`src/rtl/flt_stat_bank_pkg.sv`:
```
// flt_stat_bank_pkg: interrupt FSM states and address-decode helpers for the fault status bank.
package flt_stat_bank_pkg;
    typedef enum logic [1:0] {IDLE, LOW, HOLD} flt_intb_st_e;
    localparam int ST_BASE = 0;
    function automatic int mask_base(input int num_reg);
        return num_reg;
    endfunction
    function automatic int addr_lim(input int num_reg);
        return 2 * num_reg;
    endfunction
endpackage

```
`src/rtl/flt_stat_bank_filt.sv`:
```
// flt_filt: single-bit debounce; passes a fault once it has been high FILT_CYC consecutive cycles.
module flt_filt #(
    parameter int unsigned FILT_CYC = 3
) (
    input  logic clk,
    input  logic rst,
    input  logic raw_i,
    output logic filt_o
);
    if (FILT_CYC == 0) begin : g_bypass
        assign filt_o = raw_i;
    end else begin : g_cnt
        localparam int unsigned CW = $clog2(FILT_CYC + 1);
        localparam logic [CW-1:0] SAT = CW'(FILT_CYC);
        logic [CW-1:0] cnt_q, cnt_d;
        always_comb cnt_d = !raw_i ? '0 : (cnt_q == SAT) ? cnt_q : cnt_q + 1'b1;
        always_ff @(posedge clk or posedge rst)
            if (rst) cnt_q <= '0;
            else cnt_q <= cnt_d;
        // The current high cycle counts toward the threshold, so status sets on the FILT_CYC-th edge.
        assign filt_o = raw_i && (cnt_d == SAT);
    end
endmodule

```
`src/rtl/flt_stat_bank.sv`:
```
// flt_stat_bank: debounced sticky W1C fault status, mask registers, register access path
// and an active-low interrupt with a guaranteed minimum low pulse.
module flt_stat_bank
    import flt_stat_bank_pkg::*;
#(
    parameter int unsigned NUM_REG = 2,
    parameter int unsigned REG_DW = 8,
    parameter int unsigned FILT_CYC = 3,
    parameter int unsigned INTB_MIN_CYC = 4,
    parameter logic [NUM_REG*REG_DW-1:0] MASK_RST = '0
) (
    input  logic                          clk,
    input  logic                          rst,
    input  logic [NUM_REG*REG_DW-1:0]     fault_raw,
    input  logic                          wr_en,
    input  logic                          rd_en,
    input  logic [$clog2(2*NUM_REG)-1:0]  addr,
    input  logic [REG_DW-1:0]             wdata,
    output logic [REG_DW-1:0]             rdata,
    output logic                          rvalid,
    output logic                          addr_err,
    output logic [NUM_REG*REG_DW-1:0]     status,
    output logic                          flt_pend,
    output logic                          intb_o
);
    localparam int unsigned NB = NUM_REG * REG_DW;
    localparam int unsigned CW = $clog2(INTB_MIN_CYC + 1);
    logic [NB-1:0] filt, status_q, status_d, mask_q, mask_d;
    logic [REG_DW-1:0] rdata_q, rd_val;
    logic rvalid_q, addr_err_q, unmapped, tc;
    logic [CW-1:0] cnt_q, cnt_d;
    flt_intb_st_e st_q, st_d;
    int a;

    for (genvar i = 0; i < NB; i++) begin : g_filt
        flt_filt #(.FILT_CYC(FILT_CYC)) u_filt (
            .clk(clk), .rst(rst), .raw_i(fault_raw[i]), .filt_o(filt[i])
        );
    end

    assign a = int'(addr);
    assign unmapped = a >= addr_lim(NUM_REG);

    always_comb begin
        status_d = status_q;
        mask_d = mask_q;
        rd_val = '0;
        for (int r = 0; r < NUM_REG; r++) begin
            if (wr_en && a == ST_BASE + r) status_d[r*REG_DW +: REG_DW] = status_q[r*REG_DW +: REG_DW] & ~wdata;
            if (wr_en && a == mask_base(NUM_REG) + r) mask_d[r*REG_DW +: REG_DW] = wdata;
            if (a == ST_BASE + r) rd_val = status_q[r*REG_DW +: REG_DW];
            if (a == mask_base(NUM_REG) + r) rd_val = mask_q[r*REG_DW +: REG_DW];
        end
        // Applying set after clear makes a simultaneous set win.
        status_d = status_d | filt;
    end

    assign tc = cnt_q == CW'(INTB_MIN_CYC - 1);

    always_comb begin
        st_d = st_q;
        cnt_d = '0;
        case (st_q)
            IDLE: st_d = flt_pend ? LOW : IDLE;
            LOW: begin
                st_d = !tc ? LOW : flt_pend ? HOLD : IDLE;
                cnt_d = tc ? '0 : cnt_q + 1'b1;
            end
            HOLD: st_d = flt_pend ? HOLD : IDLE;
            default: st_d = IDLE;
        endcase
    end

    always_ff @(posedge clk or posedge rst) begin
        if (rst) begin
            status_q <= '0;
            mask_q <= MASK_RST;
            rdata_q <= '0;
            rvalid_q <= 1'b0;
            addr_err_q <= 1'b0;
            st_q <= IDLE;
            cnt_q <= '0;
        end else begin
            status_q <= status_d;
            mask_q <= mask_d;
            rdata_q <= rd_en ? rd_val : rdata_q;
            rvalid_q <= rd_en;
            addr_err_q <= (rd_en || wr_en) && unmapped;
            st_q <= st_d;
            cnt_q <= cnt_d;
        end
    end

    assign flt_pend = |(status_q & ~mask_q);
    assign intb_o = st_q == IDLE;
    assign status = status_q;
    assign rdata = rdata_q;
    assign rvalid = rvalid_q;
    assign addr_err = addr_err_q;
endmodule

```
`config.mk`:
```
export PLATFORM = sky130hd
export DESIGN_NAME = flt_stat_bank
export DESIGN_NICKNAME = d
export VERILOG_FILES = /design/src/rtl/flt_stat_bank_pkg.sv /design/src/rtl/flt_stat_bank_filt.sv /design/src/rtl/flt_stat_bank.sv
export SDC_FILE = /design/constraint.sdc
export NUM_CORES = 1
export LEC_CHECK = 0
export CORE_MARGIN = 2
export CORE_UTILIZATION = 52
export CTS_CLUSTER_DIAMETER = 50
export DETAILED_ROUTE_END_ITERATION = 7
export GPL_TIMING_DRIVEN = 0
export HOLD_SLACK_MARGIN = 0.12
export PLACE_DENSITY = 0.81
export SLEW_MARGIN = 10
export SYNTH_ARGS = -nofsm -noshare
export SYNTH_HDL_FRONTEND = slang
export SYNTH_SLANG_ARGS = --single-unit
```
`constraint.sdc`:
```
create_clock -name clk -period 3.2 [get_ports clk]
set_clock_uncertainty 0.15 [all_clocks]
set_input_delay 0.64 -clock clk [delete_from_list [all_inputs] [get_ports clk]]
set_output_delay 0.64 -clock clk [all_outputs]
set_load 0.02 [all_outputs]
```
==> results.json, run 1 <==
{
  "status": "completed",
  "ys_ff_latch": 78,
  "use_met1_pct": 24.7,
  "combPwrFrac_pct": 24.5,
  "drt_iter0_drc": 103,
  "drc": 0,
  "fmax_mhz": 337,
  "antenna_found_initial": 0,
  "slew_violations": 0,
  "postRouteAntennaNets": 0,
  "cts_hold_buf": 0,
  "port-buffer-count": 56,
  "synth_edf_count": 0,
  "post_dp_cell_area_mm2": 0.00391,
  "dieArea_mm2": 0.00685,
  "vdd_drop_max_uv": 360,
  "numCtsBuffers": 9,
  "final_cell_area_mm2": 0.00407,
  "track_usage_pct": 19.4,
  "gp_congestion": 0.693,
  "power.switching_mw": 0.711,
  "synth_cells": 235,
  "rows": 28,
  "period_minus_slack_ps": 2970,
  "worst_ep_arrival_time_ps": 2180,
  "nets": 334,
  "p_sw_share_pct": 28.3,
  "hold_viol": 0,
  "grt_pass1_vias": 2053,
  "drive_gt1_share_pct": 16.3,
  "post-route-period-util_pct": 92.7,
  "grtUsageMet3_pct": 4.11,
  "n_antenna_cell": 0,
  "p_int_mw": 1.80,
  "ys.flop_type": "dfrtp_1",
  "core_area_mm2": 0.00596,
  "fin_util_pct": 68.3,
  "syn_nets": 266,
  "io_pins": 58,
  "area_growth_pct": 26.0,
  "pwr-share-clk_pct": 24.6,
  "seq_area_frac_synth_pct": 60.5,
  "tns_ps": 0,
  "hpwl_mm": 4.39,
  "cts_buffer_depth": 2,
  "setup_viol": 0,
  "die_x_um": 82.8,
  "grt_pass1_wl_mm": 9.55,
  "cts_root_buffer": "clkbuf_8",
  "fillers": 462,
  "wl_per_cell_um": 15.9,
  "netlist-cell-type-count": 30,
  "cp-end-kind": "output port",
  "clk-insertion-delay-late_ps": 340,
  "p_total_mw": 2.51,
  "syn-cell-area_mm2": 0.00323,
  "start_kind": "flop",
  "rsz0062_at_grt": "false",
  "synth_area_per_cell_um2": 13.7,
  "worst_hold_slack_ps": 293,
  "cellLeakagePower_nw": 1.80,
  "cts_setup_buffers": 0,
  "powerDensity_mw_per_mm2": 617,
  "required_ps": 2410,
  "cts-htree-levels": 3,
  "relSlewSlack_pct": 49.1,
  "globalRouteMet2Util_pct": 32.1,
  "min_path_type": "flop to flop",
  "synth-async-reset-ratio_pct": 100,
  "grt_max_degree": 58,
  "initial_core_util_pct": 54.2,
  "cts_tree": "done",
  "cts_resized": 0,
  "worstMarginPinSlew_ps": 761,
  "clk_pin_slew_worst_paths_ps": 70,
  "seqPwrFrac_pct": 50.9,
  "wl_mm": 6.07,
  "viasPerCell": 5.33,
  "maxCapViolCount": 0,
  "cts.sinks": 78,
  "num_vias": 2029,
  "setup.worst_path.class": "flop to output port",
  "ys_warn_count": 0,
  "busiest_layer": "met2",
  "drt-pass1-iter-count": 2,
  "grt_overflow": 0,
  "die_y_um": 82.8,
  "crit_fanout": 4
}
-- placed cells by master (no fill, tap or decap), drive strengths merged --
cell | Yosys | routed
a21boi | 16 | 16
nand2b | 12 | 12
nor4b | 1 | 1
nand3 | 1 | 1
conb | 1 | 1
nor2 | 1 | 1
ha | 1 | 1
and3b | 1 | 1
o21a | 16 | 16
o2111ai | 4 | 4
clkinvlp | 0 | 1
a21o | 1 | 1
nand2 | 17 | 17
nor4 | 2 | 2
nand3b | 2 | 2
clkdlybuf4s50 | 0 | 56
buf | 3 | 4
clkbuf | 2 | 15
a22o | 16 | 16
a21oi | 2 | 2
nor2b | 1 | 1
inv | 23 | 23
dfrtp | 78 | 78
mux2 | 24 | 24
mux4 | 8 | 8
nor3b | 2 | 2
-- routing by layer --
layer  vias up  wire length [um]
met4         0                88
met1      1014              2740
li1        967                 -
met3         9               262
met2        39              2980
met5         -                 0
-- kinds of logic (layout without fill, tap and decap cells) --
logic type / after synthesis / count (layout) / synth area share (%)
other cells: 1 / 1 / 0.116
compound gates: 55 / 55 / 13.4
mux: 32 / 32 / 14.9
flops: 78 / 78 / 60.5
simple gates: 40 / 40 / 7.09
fa+ha+maj: 1 / 1 / 0.388
buf+inv: 28 / 99 / 3.64
-- final cells by class --
type | instances | area [um2] | share of cell area (%)
Sequential cell | 78 | 1950 | 48.0
Tap cell | 75 | 93.8 | 2.31
Clock buffer | 13 | 149 | 3.66
Clock inverter | 1 | 7.51 | 0.185
Multi-Input combinational cell | 129 | 1160 | 28.5
Timing Repair Buffer | 57 | 588 | 14.5
Inverter | 23 | 88.8 | 2.18
Buffer | 5 | 31.3 | 0.769
-- worst max-delay path: stages, from the launching register on --
cell             delay (ps)
dfrtp_1                 420
nand2b_1                100
o2111ai_1               130
nor4_1                  560
inv_1                    80
clkdlybuf4s50_1         550
-- per-stage QoR --
| stage | std cells | setup WS [ps] |
|---|---|---|
| 2_1_floorplan | 235 | 415 |
| 3_3_place_gp | 366 | -742 |
| 3_5_place_dp | 367 | 555 |
| 4_1_cts | 381 | 198 |
| 5_1_grt | 381 | 53.6 |
| 6_report | 381 | 233 |
-- final timing paths --
path / startpoint / end / slack [ps] / depth (start not counted)
setup / recovery: status[5] / flt_pend / 230 / 5
hold / removal: cnt_q[0] / cnt_q[0] / 290 / 1
setup reg to reg: status[5] / st_q[0] / 1560 / 4
hold reg to reg: cnt_q[0] / cnt_q[0] / 290 / 1
max in group asynchronous: rst / rdata[6] / 1890 / 3
min in group asynchronous: rst / status[7] / 450 / 2
-- cell usage after synthesis, types with 2 or more instances --
library cell	count	share of area, %
a21boi_0	16	3.7
o2111ai_1	4	1.1
mux2_4	6	2.8
nor4_1	2	0.39
nand2_1	17	2.0
dfrtp_1	78	60
mux2_2	18	6.3
a22o_1	16	4.3
mux4_2	6	4.2
nand2b_1	12	2.3
o21a_1	16	3.7
clkbuf_1	2	0.23
a21oi_1	2	0.31
inv_1	23	2.7
mux4_1	2	1.6
-- sequential cells by signal, indices dropped and copies added, names as in the netlist --
register and flops:
rvalid 1, status 16, g_filt.u_filt.g_cnt.cnt_q 32, cnt_q 3, rdata 8, st_q 2, mask_q 16
-- power by group through the flow --
stage	clock network, mW	logic, mW	registers (mW)
2_1_floorplan	0	0.290	1.34
3_3_place_gp	0	0.601	1.29
3_5_place_dp	0	0.624	1.30
4_1_cts	0.628	0.626	1.28
5_1_grt	0.673	0.670	1.30
6_report	0.618	0.616	1.28
(Power assumes the default switching activity.)
==> inputs of run 2 (changes only) <==
--- a/config.mk
+++ b/config.mk
@@ -11,7 +11,7 @@
 export DETAILED_ROUTE_END_ITERATION = 7
 export GPL_TIMING_DRIVEN = 0
 export HOLD_SLACK_MARGIN = 0.12
-export PLACE_DENSITY = 0.81
+export PLACE_DENSITY = 0.79
 export SLEW_MARGIN = 10
 export SYNTH_ARGS = -nofsm -noshare
 export SYNTH_HDL_FRONTEND = slang
==> run 2 against run 1 <==
Sequential power is essentially flat. First-iteration DRC count shrank 25%. Non-clock buffer count is the same. Via count grew 3.1%. Utilization grew 0.40 points. Hold slack gained 14 ps. Flip-flop and latch count is the same. Wire length grew 2.9%. Setup slack gained 87 ps. Maximum frequency grew 3.0%. Critical path type unchanged. Critical endpoint unchanged. Largest cell class unchanged. Largest power group unchanged. Highest routed layer unchanged.
==> results.json, run 2 (synthesis results as in run 1) <==
{
  "status": "completed",
  "worstMarginPinSlew_ps": 763,
  "clk_pin_slew_worst_paths_ps": 70,
  "num_vias": 2092,
  "p_sw_share_pct": 28.2,
  "place_ws_ps": 469,
  "dr_wl_met3_um": 293,
  "fmax_mhz": 347,
  "post_dp_cell_area_mm2": 0.00391,
  "grt_pass1_vias": 2166,
  "drive_gt1_share_pct": 17.3,
  "grt_overflow": 0,
  "die_x_um": 82.8,
  "gp_congestion": 0.711,
  "reg2regPathDepth": 4,
  "r2r-end": "st_q[0]",
  "port-buffer-count": 56,
  "combPwrFrac_pct": 24.3,
  "dr_wl_met2_mm": 3.09,
  "period_minus_slack_ps": 2880,
  "core_area_mm2": 0.00596,
  "worst_slack_ps": 320,
  "n_antenna_cell": 0,
  "min_path_type": "flop to flop",
  "final_cell_mix": "78 x dfrtp_1, 56 x clkdlybuf4s50_1, 22 x inv_1",
  "hold_path_end": "cnt_q[0]",
  "clk-insertion-delay-late_ps": 340,
  "rsz0062_at_grt": "false",
  "holdPathStages": 1,
  "cts_tree": "done",
  "p_int_mw": 1.84,
  "cts-htree-levels": 3,
  "top_layer_used": "met4",
  "postRouteAntennaNets": 0,
  "cp-end-kind": "output port",
  "power.switching_mw": 0.721,
  "met1Wirelength_mm": 2.76,
  "worst_ep_arrival_time_ps": 2090,
  "nets": 334,
  "grt_pass1_wl_mm": 10.3,
  "worstHoldStart": "cnt_q[0]",
  "r2r_setup_slack_ps": 1690,
  "p_total_mw": 2.56,
  "post-route-period-util_pct": 90.0,
  "relSlewSlack_pct": 48.9,
  "viasPerCell": 5.49,
  "antenna_found_initial": 0,
  "track_usage_pct": 20.9,
  "largest_reg_flops": 32,
  "numCtsBuffers": 9,
  "initial_core_util_pct": 54.2,
  "crit_fanout": 4,
  "cellLeakagePower_nw": 1.82,
  "io_pins": 58,
  "slew_violations": 0,
  "cts_root_buffer": "clkbuf_8",
  "pwr-share-clk_pct": 25.7,
  "drt_iter0_drc": 77,
  "rows": 28,
  "fin_util_pct": 68.7,
  "wl_per_cell_um": 16.4,
  "grt_max_degree": 47,
  "seqPwrFrac_pct": 50.1,
  "required_ps": 2410,
  "dp.cells": 367,
  "cts_buffer_depth": 2,
  "cts.sinks": 78,
  "tns_ps": 0,
  "setup.worst_path.class": "flop to output port",
  "powerDensity_mw_per_mm2": 626,
  "r2r_start": "status[12]",
  "top_register": "g_filt.u_filt.g_cnt.cnt_q",
  "drc": 0,
  "hold_viol": 0,
  "layout_commonest_cell": "dfrtp_1",
  "drt-pass1-iter-count": 4,
  "hpwl_mm": 4.60,
  "start_kind": "flop",
  "vdd_drop_max_uv": 329,
  "dieArea_mm2": 0.00685,
  "final_cell_area_mm2": 0.00409,
  "wl_mm": 6.25,
  "maxCapViolCount": 0,
  "setup_viol": 0,
  "final_cells": 381,
  "die_y_um": 82.8,
  "area_growth_pct": 26.8,
  "worst_hold_slack_ps": 306
}
==> run 2: changes by cell type in the layout (fill, tap and decap cells not counted), sizes merged <==
cell / change
clkinv: +1
clkinvlp: -1
==> run 2: how the worst max path moves through the flow <==
stage	slack (ps)	start	end	depth (start not counted)
after floorplan	410	rst	cnt_q[0]	1
after global placement	-770	rst	g_filt[8].u_filt.g_cnt.cnt_q[1]	2
after detailed placement	470	status[12]	flt_pend	5
after CTS	90	status[12]	flt_pend	5
after global routing	120	status[5]	flt_pend	5
final	320	status[12]	flt_pend	5
==> run 2: final cells by class <==
type	instances	area (um2)
Buffer	5	31.3
Timing Repair Buffer	57	588
Tap cell	75	93.8
Sequential cell	78	1950
Fill cell	458	1860
Multi-Input combinational cell	129	1160
Inverter	23	88.8
Clock inverter	1	5.00
Clock buffer	13	169
==> run 2: routing by layer <==
layer  GRT usage [%]  vias to the layer above
met4            8.20                        0
met5               0                        -
met2            32.8                       49
met1            27.5                     1065
met3            6.17                       11
li1                -                      967
==> run 2: worst max-delay path, stage by stage, from the launching register on <==
cell	delay, ps
dfrtp_1	420
nand2b_1	140
o2111ai_1	150
nor4_2	390
inv_1	100
clkdlybuf4s50_1	550
==> run 2: power groups by stage <==
stage	clock network, mW	registers (mW)	logic (mW)
floorplan	0	1.34	0.290
finish	0.657	1.28	0.621
global route	0.718	1.30	0.673
global placement	0	1.29	0.601
CTS	0.667	1.28	0.629
detailed placement	0	1.30	0.627
==> run 2: timing repair <==
action | CTS | global route
buffers inserted | 0 | 0
hold buffers | 0 | 0
resized for setup | 0 | 1
endpoints found under the setup margin | 0 | 1
==> inputs of run 3 (changes only) <==
--- a/config.mk
+++ b/config.mk
@@ -5,7 +5,6 @@
 export SDC_FILE = /design/constraint.sdc
 export NUM_CORES = 1
 export LEC_CHECK = 0
-export CORE_MARGIN = 2
 export CORE_UTILIZATION = 52
 export CTS_CLUSTER_DIAMETER = 50
 export DETAILED_ROUTE_END_ITERATION = 7
==> run 3 against run 2 <==
Sequential power is essentially flat. Combinational power is essentially flat. Die area shrank 4.8%. Maximum frequency shrank 0.34%. Clock-buffer cell count shrank 1. Via count shrank 1.1%. Final cell count grew 0.26%. Utilization grew 0.42 points. Hold slack lost 0.82 ps. Clock power grew 13%. Critical endpoint unchanged. Largest cell class unchanged. Largest power group unchanged.
==> results.json, run 3 (synthesis results as in run 1) <==
{
  "status": "completed",
  "die_y_um": 80.8,
  "cp_cell_sequence": "nand2b_1 -> o2111ai_1 -> nor4_2 -> inv_1 -> clkdlybuf4s50_1",
  "holdPathStages": 1,
  "cts_root_buffer": "clkbuf_8",
  "drt_iter0_drc": 99,
  "post-route-period-util_pct": 90.3,
  "slowest_delay_ps": 550,
  "cts_setup_buffers": 0,
  "fmax_mhz": 346,
  "r2r_setup_slack_ps": 1690,
  "crit_fanout": 4,
  "viasPerCell": 5.42,
  "n_antenna_cell": 0,
  "die_x_um": 80.8,
  "hpwl_mm": 4.29,
  "grt_overflow": 0,
  "wl_mm": 6.28,
  "slowest_stage": "clkdlybuf4s50_1",
  "crit_buf_inv": 2,
  "r2r_start": "status[0]",
  "cp-end-kind": "output port",
  "nets": 334,
  "hold_viol": 0,
  "cts_tree": "done",
  "largest_reg_flops": 32,
  "relSlewSlack_pct": 46.2,
  "top_register": "g_filt.u_filt.g_cnt.cnt_q",
  "clk-insertion-delay-late_ps": 350,
  "drt-pass1-iter-count": 4,
  "io_pins": 58,
  "grt_max_degree": 54,
  "antenna_found_initial": 0,
  "min_path_type": "flop to flop",
  "powerDensity_mw_per_mm2": 641,
  "required_ps": 2410,
  "hold_path_end": "cnt_q[0]",
  "setup_viol": 0,
  "clk_pin_slew_worst_paths_ps": 80,
  "start_kind": "flop",
  "dp.cells": 367,
  "fin_util_pct": 69.1,
  "vdd_drop_max_uv": 322,
  "num_vias": 2070,
  "period_minus_slack_ps": 2890,
  "drive_gt1_share_pct": 17.6,
  "cellLeakagePower_nw": 1.83,
  "place_ws_ps": 545,
  "initial_core_util_pct": 54.2,
  "reg2regPathDepth": 4,
  "worst_slack_ps": 310,
  "core_area_mm2": 0.00596,
  "fillers": 441,
  "cts_buffer_depth": 2,
  "port-buffer-count": 56,
  "setup.worst_path.class": "flop to output port",
  "worstHoldStart": "cnt_q[0]",
  "dieArea_mm2": 0.00653,
  "cts_hold_buf": 0,
  "gp_congestion": 0.726,
  "r2r-end": "st_q[0]",
  "worst_ep_arrival_time_ps": 2100,
  "tns_ps": 0,
  "cts-htree-levels": 3,
  "grt_pass1_vias": 2149,
  "final_cell_mix": "78 x dfrtp_1, 56 x clkdlybuf4s50_1, 22 x inv_1",
  "rsz0062_at_grt": "false",
  "area_growth_pct": 27.6,
  "slew_violations": 0,
  "grt_pass1_wl_mm": 10.3,
  "wl_per_cell_um": 16.4,
  "rows": 28,
  "cts.sinks": 78,
  "final_cells": 382,
  "drc": 0,
  "layout_commonest_cell": "dfrtp_1",
  "track_usage_pct": 22.2,
  "worstMarginPinSlew_ps": 803,
  "cp_top_family": "buffers and inverters",
  "worst_hold_slack_ps": 305,
  "maxCapViolCount": 0,
  "numCtsBuffers": 9,
  "postRouteAntennaNets": 0
}
-- run 3: layout make-up --
type                    count  area, um2  area share [%]
plain buffers               5       31.3           0.760
clock buffers              12        155            3.77
clock inverters             3       43.8            1.06
inverters                  23       88.8            2.16
multi-input cells         129       1160            28.3
flip-flops and latches     78       1950            47.4
well taps                  75       93.8            2.28
repair buffers             57        588            14.3
-- run 3: power breakdown --
part           switching [mW]  leakage (nW)  internal [mW]
clock network           0.342         0.102          0.399
logic                   0.266         0.798          0.356
registers               0.130         0.927           1.15
-- run 3: through the flow --
| stage | area (um2) | total power, mW |
|---|---|---|
| final | 4120 | 2.64 |
| after global routing | 4120 | 2.76 |
| after CTS | 4110 | 2.66 |
| after detailed placement | 3910 | 1.92 |
| after global placement | 3880 | 1.89 |
| after floorplan | 3230 | 1.63 |
-- run 3: how the worst max path moves through the flow --
| stage | from | endpoint | slack, ps | depth (start not counted) |
|---|---|---|---|---|
| after floorplan | rst | cnt_q[0] | 410 | 1 |
| after global placement | rst | g_filt[8].u_filt.g_cnt.cnt_q[0] | -770 | 2 |
| after detailed placement | status[0] | flt_pend | 550 | 5 |
| after CTS | status[0] | flt_pend | 120 | 5 |
| after global routing | status[0] | flt_pend | 200 | 5 |
| final | status[0] | flt_pend | 310 | 5 |
-- run 3: timing repair --
action | CTS | global route
hold endpoints to repair | 0 | 0
endpoints found under the setup margin | 0 | 1
gates resized for setup | 0 | 1
-- run 3: worst register-to-register path, stage by stage (launching register included) --
cell and delay [ps]:
dfrtp_1 420, nand2b_1 110, o2111ai_1 150, nor4_2 430, a21oi_1 130
-- run 3: per-layer routing --
metal	vias up	track usage (%)	wire length, um
met1	1042	28.6	2900
li1	970	-	-
met4	0	9.64	97
met5	-	0	0
met3	10	6.52	284
met2	48	35.3	2990
